$ cat config.mk
export PLATFORM = sky130hd
export DESIGN_NAME = mprj_io_cfg_loader_flat
export DESIGN_NICKNAME = d
export VERILOG_FILES = /design/src/rtl/mprj_io_cfg_loader_pkg.sv /design/src/rtl/mprj_io_cfg_loader_if.sv /design/src/rtl/mprj_io_cfg_loader_serial_clk_gen.sv /design/src/rtl/mprj_io_cfg_loader.sv /design/src/flat_wrapper.sv
export SDC_FILE = /design/constraint.sdc
export NUM_CORES = 1
export LEC_CHECK = 0
export ABC_AREA = 1
export BUFFER_PORTS_ARGS = -buffer_cell sky130_fd_sc_hd__buf_2
export CORE_AREA = 5 5 59 61
export DETAILED_ROUTE_END_ITERATION = 10
export DIE_AREA = 0 0 64 66
export HOLD_SLACK_MARGIN = 0.06
export PLACE_DENSITY_LB_ADDON = 0.12
export SLEW_MARGIN = 30
export SYNTH_ARGS = -nofsm -noshare
export SYNTH_HDL_FRONTEND = slang
export SYNTH_SLANG_ARGS = --single-unit
$ cat constraint.sdc
create_clock -name clock -period 3.38 [get_ports clock]
set_clock_uncertainty 0.05 [all_clocks]
set_input_delay 0.338 -clock clock [delete_from_list [all_inputs] [get_ports clock]]
set_output_delay 0.338 -clock clock [all_outputs]
set_load 0.05 [all_outputs]
$ cat src/rtl/mprj_io_cfg_loader_pkg.sv
// mprj_cfg_pkg: shared types and constants for the GPIO pad configuration loader.
//   - cfg_state_t : loader sequencer states
//   - OFS_*       : bit offsets of the fields inside one 13-bit pad word
//   - CFG_DEFAULT : power-on word for a pad that the management core owns
package mprj_cfg_pkg;

  typedef enum logic [2:0] {
    ST_IDLE,
    ST_CRST,
    ST_SHIFT,
    ST_LOAD,
    ST_FIN
  } cfg_state_t;

  localparam int CFG_WORD_BITS   = 13;

  localparam int OFS_MGMT_EN     = 0;
  localparam int OFS_OEB         = 1;
  localparam int OFS_HOLDOVER    = 2;
  localparam int OFS_INP_DIS     = 3;
  localparam int OFS_IB_MODE_SEL = 4;
  localparam int OFS_ANALOG_EN   = 5;
  localparam int OFS_ANALOG_SEL  = 6;
  localparam int OFS_ANALOG_POL  = 7;
  localparam int OFS_SLOW_SEL    = 8;
  localparam int OFS_VTRIP_SEL   = 9;
  localparam int OFS_DM          = 10;
  localparam int DM_BITS         = 3;

  // dm=3'b110, management enabled, output buffer disabled, everything else off.
  localparam logic [CFG_WORD_BITS-1:0] CFG_DEFAULT = 13'h1803;

endpackage

$ cat src/rtl/mprj_io_cfg_loader_if.sv
// mprj_io_cfg_loader_if: control, register-file read and pad-chain signals of the loader.
//   start/busy/done        : load request handshake
//   cfg_rd_addr/cfg_rd_data : pad word read from the housekeeping register file
//   serial_*               : daisy-chained pad control shift register
// modport master = loader side, modport slave = management/housekeeping side.
interface mprj_io_cfg_loader_if #(
  parameter int NUM_PADS = 38,
  parameter int CFG_BITS = 13
);
  localparam int AW = $clog2(NUM_PADS);

  logic                start;
  logic                busy;
  logic                done;
  logic [AW-1:0]       cfg_rd_addr;
  logic [CFG_BITS-1:0] cfg_rd_data;
  logic                serial_resetn;
  logic                serial_clock;
  logic                serial_data;
  logic                serial_load;

  modport master (
    input  start, cfg_rd_data,
    output busy, done, cfg_rd_addr,
           serial_resetn, serial_clock, serial_data, serial_load
  );

  modport slave (
    output start, cfg_rd_data,
    input  busy, done, cfg_rd_addr,
           serial_resetn, serial_clock, serial_data, serial_load
  );
endinterface

$ cat src/rtl/mprj_io_cfg_loader_serial_clk_gen.sv
// serial_clk_gen: bit-period timer for the pad chain shift clock.
//   clock, reset : system clock, async active-high reset
//   en           : count while high; held at the start of a period while low
//   phase_hi     : registered shift clock, high for the last CLK_DIV/2 cycles of a period
//   bit_end      : strobe in the last cycle of each period
module serial_clk_gen #(
  parameter int CLK_DIV = 4
) (
  input  logic clock,
  input  logic reset,
  input  logic en,
  output logic phase_hi,
  output logic bit_end
);
  localparam int CW = $clog2(CLK_DIV);
  localparam logic [CW-1:0] CNT_MAX = CW'(CLK_DIV - 1);
  localparam logic [CW-1:0] HALF    = CW'(CLK_DIV / 2);

  // cycles left in the current period, terminal count 0
  logic [CW-1:0] cnt;
  logic [CW-1:0] cnt_nxt;

  always_comb begin
    cnt_nxt = CNT_MAX;
    if (en && (cnt != '0)) cnt_nxt = cnt - 1'b1;
  end

  // phase_hi is computed from the next count so the flop already holds the
  // value for the coming cycle; the chain clock then comes straight off a flop.
  always_ff @(posedge clock or posedge reset) begin
    if (reset) begin
      cnt      <= CNT_MAX;
      phase_hi <= 1'b0;
    end else begin
      cnt      <= cnt_nxt;
      phase_hi <= en && (cnt_nxt < HALF);
    end
  end

  assign bit_end = en && (cnt == '0);

endmodule

$ cat src/rtl/mprj_io_cfg_loader.sv
// mprj_io_cfg_loader: serially loads one configuration word per GPIO pad into the
// pad control daisy chain, highest pad first, MSB first, then pulses serial_load.
//   clock, reset : system clock, async active-high reset
//   bus (master) : start/busy/done handshake, register-file read port, chain outputs
//
// state    | meaning
// ---------+--------------------------------------------------------------
// ST_IDLE  | waiting for start; chain reset released
// ST_CRST  | serial_resetn low for CLK_DIV cycles
// ST_SHIFT | NUM_PADS*CFG_BITS bit periods of CLK_DIV cycles each
// ST_LOAD  | serial_load high for CLK_DIV cycles, shift clock parked low
// ST_FIN   | done pulse, busy already low
module mprj_io_cfg_loader
  import mprj_cfg_pkg::*;
#(
  parameter int NUM_PADS = 38,
  parameter int CFG_BITS = 13,
  parameter int CLK_DIV  = 4    // even, >= 2
) (
  input  logic                  clock,
  input  logic                  reset,
  mprj_io_cfg_loader_if.master  bus
);
  localparam int AW = $clog2(NUM_PADS);
  localparam int BW = $clog2(CFG_BITS);
  localparam int CW = $clog2(CLK_DIV);
  localparam logic [AW-1:0] PAD_MAX = AW'(NUM_PADS - 1);
  localparam logic [BW-1:0] BIT_MAX = BW'(CFG_BITS - 1);
  localparam logic [CW-1:0] TMR_MAX = CW'(CLK_DIV - 1);

  cfg_state_t    state;
  logic          busy_q;
  logic          done_q;
  logic          resetn_q;
  logic          load_q;
  logic          data_q;
  logic [AW-1:0] pad_cnt;
  logic [BW-1:0] bit_cnt;
  logic [CW-1:0] tmr;
  logic          last_bit;
  logic          phase_hi;
  logic          bit_end;
  logic          take_bit;

  serial_clk_gen #(.CLK_DIV(CLK_DIV)) u_clk_gen (
    .clock    (clock),
    .reset    (reset),
    .en       (state == ST_SHIFT),
    .phase_hi (phase_hi),
    .bit_end  (bit_end)
  );

  // serial_data is captured at the edge that opens each bit period, so the
  // pad/bit counters always point at the bit about to be launched, one ahead
  // of the bit currently on serial_data. That keeps the register-file read
  // address settled for a full cycle before its data is sampled.
  assign take_bit = ((state == ST_CRST) && (tmr == '0)) ||
                    ((state == ST_SHIFT) && bit_end && !last_bit);

  always_ff @(posedge clock or posedge reset) begin
    if (reset) begin
      state    <= ST_IDLE;
      busy_q   <= 1'b0;
      done_q   <= 1'b0;
      resetn_q <= 1'b0;
      load_q   <= 1'b0;
      data_q   <= 1'b0;
      pad_cnt  <= PAD_MAX;
      bit_cnt  <= BIT_MAX;
      tmr      <= '0;
      last_bit <= 1'b0;
    end else begin
      done_q <= 1'b0;
      unique case (state)
        ST_IDLE: begin
          resetn_q <= 1'b1;
          if (bus.start) begin
            state    <= ST_CRST;
            busy_q   <= 1'b1;
            resetn_q <= 1'b0;
            tmr      <= TMR_MAX;
            pad_cnt  <= PAD_MAX;
            bit_cnt  <= BIT_MAX;
            last_bit <= 1'b0;
          end
        end
        ST_CRST: begin
          if (tmr == '0) begin
            state    <= ST_SHIFT;
            resetn_q <= 1'b1;
          end else begin
            tmr <= tmr - 1'b1;
          end
        end
        ST_SHIFT: begin
          if (bit_end && last_bit) begin
            state  <= ST_LOAD;
            load_q <= 1'b1;
            tmr    <= TMR_MAX;
          end
        end
        ST_LOAD: begin
          if (tmr == '0) begin
            state  <= ST_FIN;
            load_q <= 1'b0;
            busy_q <= 1'b0;
            done_q <= 1'b1;
          end else begin
            tmr <= tmr - 1'b1;
          end
        end
        ST_FIN: begin
          state <= ST_IDLE;
        end
        default: begin
          state <= ST_IDLE;
        end
      endcase

      if (take_bit) begin
        data_q <= bus.cfg_rd_data[bit_cnt];
        if (bit_cnt != '0) begin
          bit_cnt <= bit_cnt - 1'b1;
        end else begin
          bit_cnt <= BIT_MAX;
          if (pad_cnt != '0) begin
            pad_cnt <= pad_cnt - 1'b1;
          end else begin
            // pad 0 bit 0 launched: park the address back on the top pad
            pad_cnt  <= PAD_MAX;
            last_bit <= 1'b1;
          end
        end
      end
    end
  end

  assign bus.busy          = busy_q;
  assign bus.done          = done_q;
  assign bus.cfg_rd_addr   = pad_cnt;
  assign bus.serial_resetn = resetn_q;
  assign bus.serial_clock  = phase_hi;
  assign bus.serial_data   = data_q;
  assign bus.serial_load   = load_q;

endmodule
$ cat src/flat_wrapper.sv
// flat-port wrapper written by rule: the top's interface ports become plain ports
module mprj_io_cfg_loader_flat import mprj_cfg_pkg::*;
#(
  parameter int NUM_PADS = 38,
  parameter int CFG_BITS = 13,
  parameter int CLK_DIV  = 4                 
)
  (clock, reset, bus_start, bus_cfg_rd_data, bus_busy, bus_done, bus_cfg_rd_addr, bus_serial_resetn, bus_serial_clock, bus_serial_data, bus_serial_load);
  mprj_io_cfg_loader_if #(.NUM_PADS(NUM_PADS), .CFG_BITS(CFG_BITS)) bus_i ();
  input  logic clock;
  input  logic reset;
  input wire logic [$bits(bus_i.start)-1:0] bus_start;
  input wire logic [$bits(bus_i.cfg_rd_data)-1:0] bus_cfg_rd_data;
  output wire logic [$bits(bus_i.busy)-1:0] bus_busy;
  output wire logic [$bits(bus_i.done)-1:0] bus_done;
  output wire logic [$bits(bus_i.cfg_rd_addr)-1:0] bus_cfg_rd_addr;
  output wire logic [$bits(bus_i.serial_resetn)-1:0] bus_serial_resetn;
  output wire logic [$bits(bus_i.serial_clock)-1:0] bus_serial_clock;
  output wire logic [$bits(bus_i.serial_data)-1:0] bus_serial_data;
  output wire logic [$bits(bus_i.serial_load)-1:0] bus_serial_load;
  assign bus_i.start = bus_start;
  assign bus_i.cfg_rd_data = bus_cfg_rd_data;
  assign bus_busy = bus_i.busy;
  assign bus_done = bus_i.done;
  assign bus_cfg_rd_addr = bus_i.cfg_rd_addr;
  assign bus_serial_resetn = bus_i.serial_resetn;
  assign bus_serial_clock = bus_i.serial_clock;
  assign bus_serial_data = bus_i.serial_data;
  assign bus_serial_load = bus_i.serial_load;
  mprj_io_cfg_loader #(.NUM_PADS(NUM_PADS), .CFG_BITS(CFG_BITS), .CLK_DIV(CLK_DIV)) u_core (.clock(clock), .reset(reset), .bus(bus_i));
endmodule
==> key figures <==
Yosys
  – Synth Area in Compound Gates: 9.07%
  – Post-synth EDFFs: 0
  – YS warnings: 0
  – Xor/xnor share of the synthesized area: 2.54%
  – Synth unique cells: 26
  – Syn Nets: between 150 and 200
  – Largest family of logic cells by synthesized area: simple AND/OR/NAND/NOR gates
  – Post-Synthesis Mean Instance Area: between 8 and 9 sq um
  – Post-Synth Simple-Gate Area: 29.8%
  – Netlist Area Pre-Place: 0.00138 sq mm
  – Top FF cell, synth: dfrtp_1
  – Post-synthesis cell count: around 170
  – Post-synthesis mux area share: 0%
  – Ys async rst share: between 90% and 100%
  – Register bit total from synthesis: 24
  – Adder-Cell Fraction of Synth Area: 4.53%
  – Sequential cell area fraction in the yosys report: 44.2%

Global routing
  – Total gr overflow: 0
  – First-pass GRT wire length: 4680 microns
  – GR Util met1: 16.3%
  – Gr busiest metal: met2
  – Largest net degree at the start of global routing: 25
  – GR met3 Demand/Resource: 2.04%
  – Vias in the first global route: 1,162
  – GR Util All Layers: 13.6%
  – Met2 usage: 24.6%
  – Initial antenna violation count: 0

Outcome
  – Outcome: completed

Final layout
  – Multi-input gate area in the final layout: 634 sq um
  – FF+latch area: approximately 600 sq um
  – Filler cells: 276
  – Finished Cell Area: around 0.0016 sq mm
  – Share of cells above drive strength 1: 28.7%
  – Most common cell after layout, fill and taps aside: nand2_1
  – Most frequent cells in the layout: nand2_1 (34), inv_1 (29), buf_2 (27)
  – Nets@finish: approximately 220
  – Layout area overhead: 17.0%
  – N_diodes: 0

Place
  – Hpwl dp: 2150 microns
  – Gpl congestion: 0.925
  – I/O Buffers: 27
  – Post-DP Area: roughly 0.0016 sq mm

STA
  – Fmax: roughly 620 MHz
  – Hold Fails Final Rpt: 0
  – RSZ-0062 raised after global routing: no
  – Final setup vio count: 0
  – Slew margin rel.: 66.9%
  – Fin crit share: 47.7%
  – Tightest Pin Transition: between 400 and 500 ps
  – Min Tclk post-route: 1610 ps
  – Max Slew Vio Count: 0
  – Worst hold margin: about 260 ps
  – Setup TNS: 0 ps

Power
  – Total power: around 1200 uW
  – Combinational power share: 46.9%
  – Pwr dens: just under 800 mW/mm^2
  – Leakage power: between 0.0008 and 0.0009 uW
  – Reg power frac: 36.3%
  – Net switching power: 558 uW
  – Internal cell power: 692 uW
  – Sw Ratio: between 40% and 50%
  – Worst vdd ir: 543 uV
  – Power share of the clock group: about 17%

Detailed routing
  – Initial DRC count: 61
  – DRT antenna net count: 0
  – First-pass iteration count of the detailed router: 4
  – Avg Vias per Cell: 5.00
  – Routed wire length per instance: around 12 microns
  – Routed wire length: between 2000 and 3000 microns
  – Remaining DRCs: 0
  – Via count: 1,176

Clock tree
  – H-Tree Depth: 1
  – # clock sinks: 24
  – Postcts setup bufs: 0
  – Post-CTS Resized: 0
  – Max clock buf depth: 2
  – Clock Latency Late Sink: 320 ps
  – CTS tree: built
  – CTS clock-pin slew for the worst setup and hold paths: around 130 ps
  – CTS root buf: clkbuf_4
  – TritonCTS buffer count: 3

Setup path
  – Worst EP arrival: 1830 ps
  – Crit. End Element: flop
  – Crit Path Max Fanout: 10
  – Slowest CP cell: dfrtp_1
  – Setup crit start kind: flop
  – CP max stage delay: 500 ps
  – Worst path cell trace: inv_2, ha_1, nand2_1, nor2_2, nand2_4, nand2_4, nor2_1, nor2_1
  – CP Data Required Time: 3590 ps
  – Worst Setup Path Type: flop to flop

Floorplan
  – # rows: 20
  – Die width: 64 microns
  – Io pins: 28
  – Die ar.: about 0.0042 sq mm
  – Core Region: 0.00293 sq mm
  – Die height: 66 microns
  – Initial Utilization: a little under half

Flow run
  – Max Cap Viol: 0

Worst hold path
  – HP Class: input pin to flop
Yosys cell counts (2+ instances only):
| master | number | area, sq um |
|---|---|---|
| o21ai_1 | 3 | 15.0 |
| nand4_1 | 2 | 12.5 |
| o21ai_0 | 7 | 35.0 |
| nand2_1 | 34 | 128 |
| nor3_1 | 4 | 20.0 |
| nand3_1 | 11 | 55.1 |
| nand2_4 | 4 | 45.0 |
| inv_2 | 5 | 18.8 |
| nor2_2 | 3 | 18.8 |
| a21oi_1 | 8 | 40.0 |
| xor2_1 | 4 | 35.0 |
| inv_1 | 30 | 113 |
| dfrtp_1 | 17 | 425 |
| ha_1 | 5 | 62.6 |
| nand2_2 | 2 | 12.5 |
| dfstp_2 | 7 | 184 |
| nor2_1 | 14 | 52.6 |
| o22ai_1 | 3 | 18.8 |
stage by stage:
step	std cells	setup slack [ps]	util [%]
2_1_floorplan	171	1860	-
3_3_place_gp	230	1850	53.0
3_5_place_dp	230	1780	53.0
4_1_cts	234	1750	54.8
5_1_grt	235	1600	55.1
6_report	235	1770	55.1
critical path: cells and delay by family, from the launching register on:
kind / cells / cell delay (ps)
AND/OR/NAND/NOR: 6 / 640
flip-flops: 1 / 500
adder cells (fa/ha/maj): 1 / 200
buffers and inverters: 1 / 160
kinds of logic (layout without fill, tap and decap cells):
group | count (synthesis) | count (layout)
compound gates | 23 | 23
xor+xnor | 4 | 4
fa+ha+maj | 5 | 5
buf+inv | 36 | 67
flops | 24 | 24
simple gates | 79 | 79
layer usage:
metal | routed length, microns | vias up
met5 | 0 | -
met4 | 37 | 0
met3 | 149 | 6
met2 | 1290 | 38
met1 | 1250 | 531
li1 | - | 601
path summary, 6_finish.rpt:
path / slack (ps) / start / cells past startpoint / end
worst min register to register: 420 / u_core.u_clk_gen.cnt[0] / 1 / u_core.u_clk_gen.cnt[0]
min in group asynchronous: 520 / reset / 3 / u_core.u_clk_gen.phase_hi
worst max-delay path: 1770 / u_core.bit_cnt[0] / 8 / u_core.bus.cfg_rd_addr[5]
worst min-delay path: 260 / bus_start / 3 / u_core.bus.busy
max in group asynchronous: 2400 / reset / 3 / u_core.u_clk_gen.cnt[1]
worst max register to register: 1770 / u_core.bit_cnt[0] / 8 / u_core.bus.cfg_rd_addr[5]
registers in the layout (all words and copies together) (netlist names):
register                   flops
u_core.bus.cfg_rd_addr         6
u_core.bit_cnt                 4
u_core.state                   3
u_core.tmr                     2
u_core.u_clk_gen.cnt           2
u_core.bus.busy                1
u_core.bus.done                1
u_core.bus.serial_data         1
u_core.bus.serial_load         1
u_core.bus.serial_resetn       1
u_core.last_bit                1
u_core.u_clk_gen.phase_hi      1
power by group through the flow:
| stage | logic [uW] | clock network [uW] | registers, uW |
|---|---|---|---|
| 2_1_floorplan | 383 | 0 | 545 |
| 3_3_place_gp | 583 | 0 | 457 |
| 3_5_place_dp | 591 | 0 | 461 |
| 4_1_cts | 594 | 218 | 455 |
| 5_1_grt | 657 | 224 | 471 |
| 6_report | 587 | 209 | 454 |
timing repair:
item	CTS	global route
endpoints found under the setup margin	0	0
endpoints found under the hold margin	0	17
hold buffers	0	1
final cells by class:
| type | count | area share [%] |
|---|---|---|
| repair buffers | 28 | 8.99 |
| inverters | 35 | 8.14 |
| well taps | 33 | 2.56 |
| clock buffers | 3 | 1.40 |
| clock inverters | 1 | 1.86 |
| flip-flops and latches | 24 | 37.8 |
| multi-input cells | 111 | 39.3 |
(Power assumes the default switching activity.)
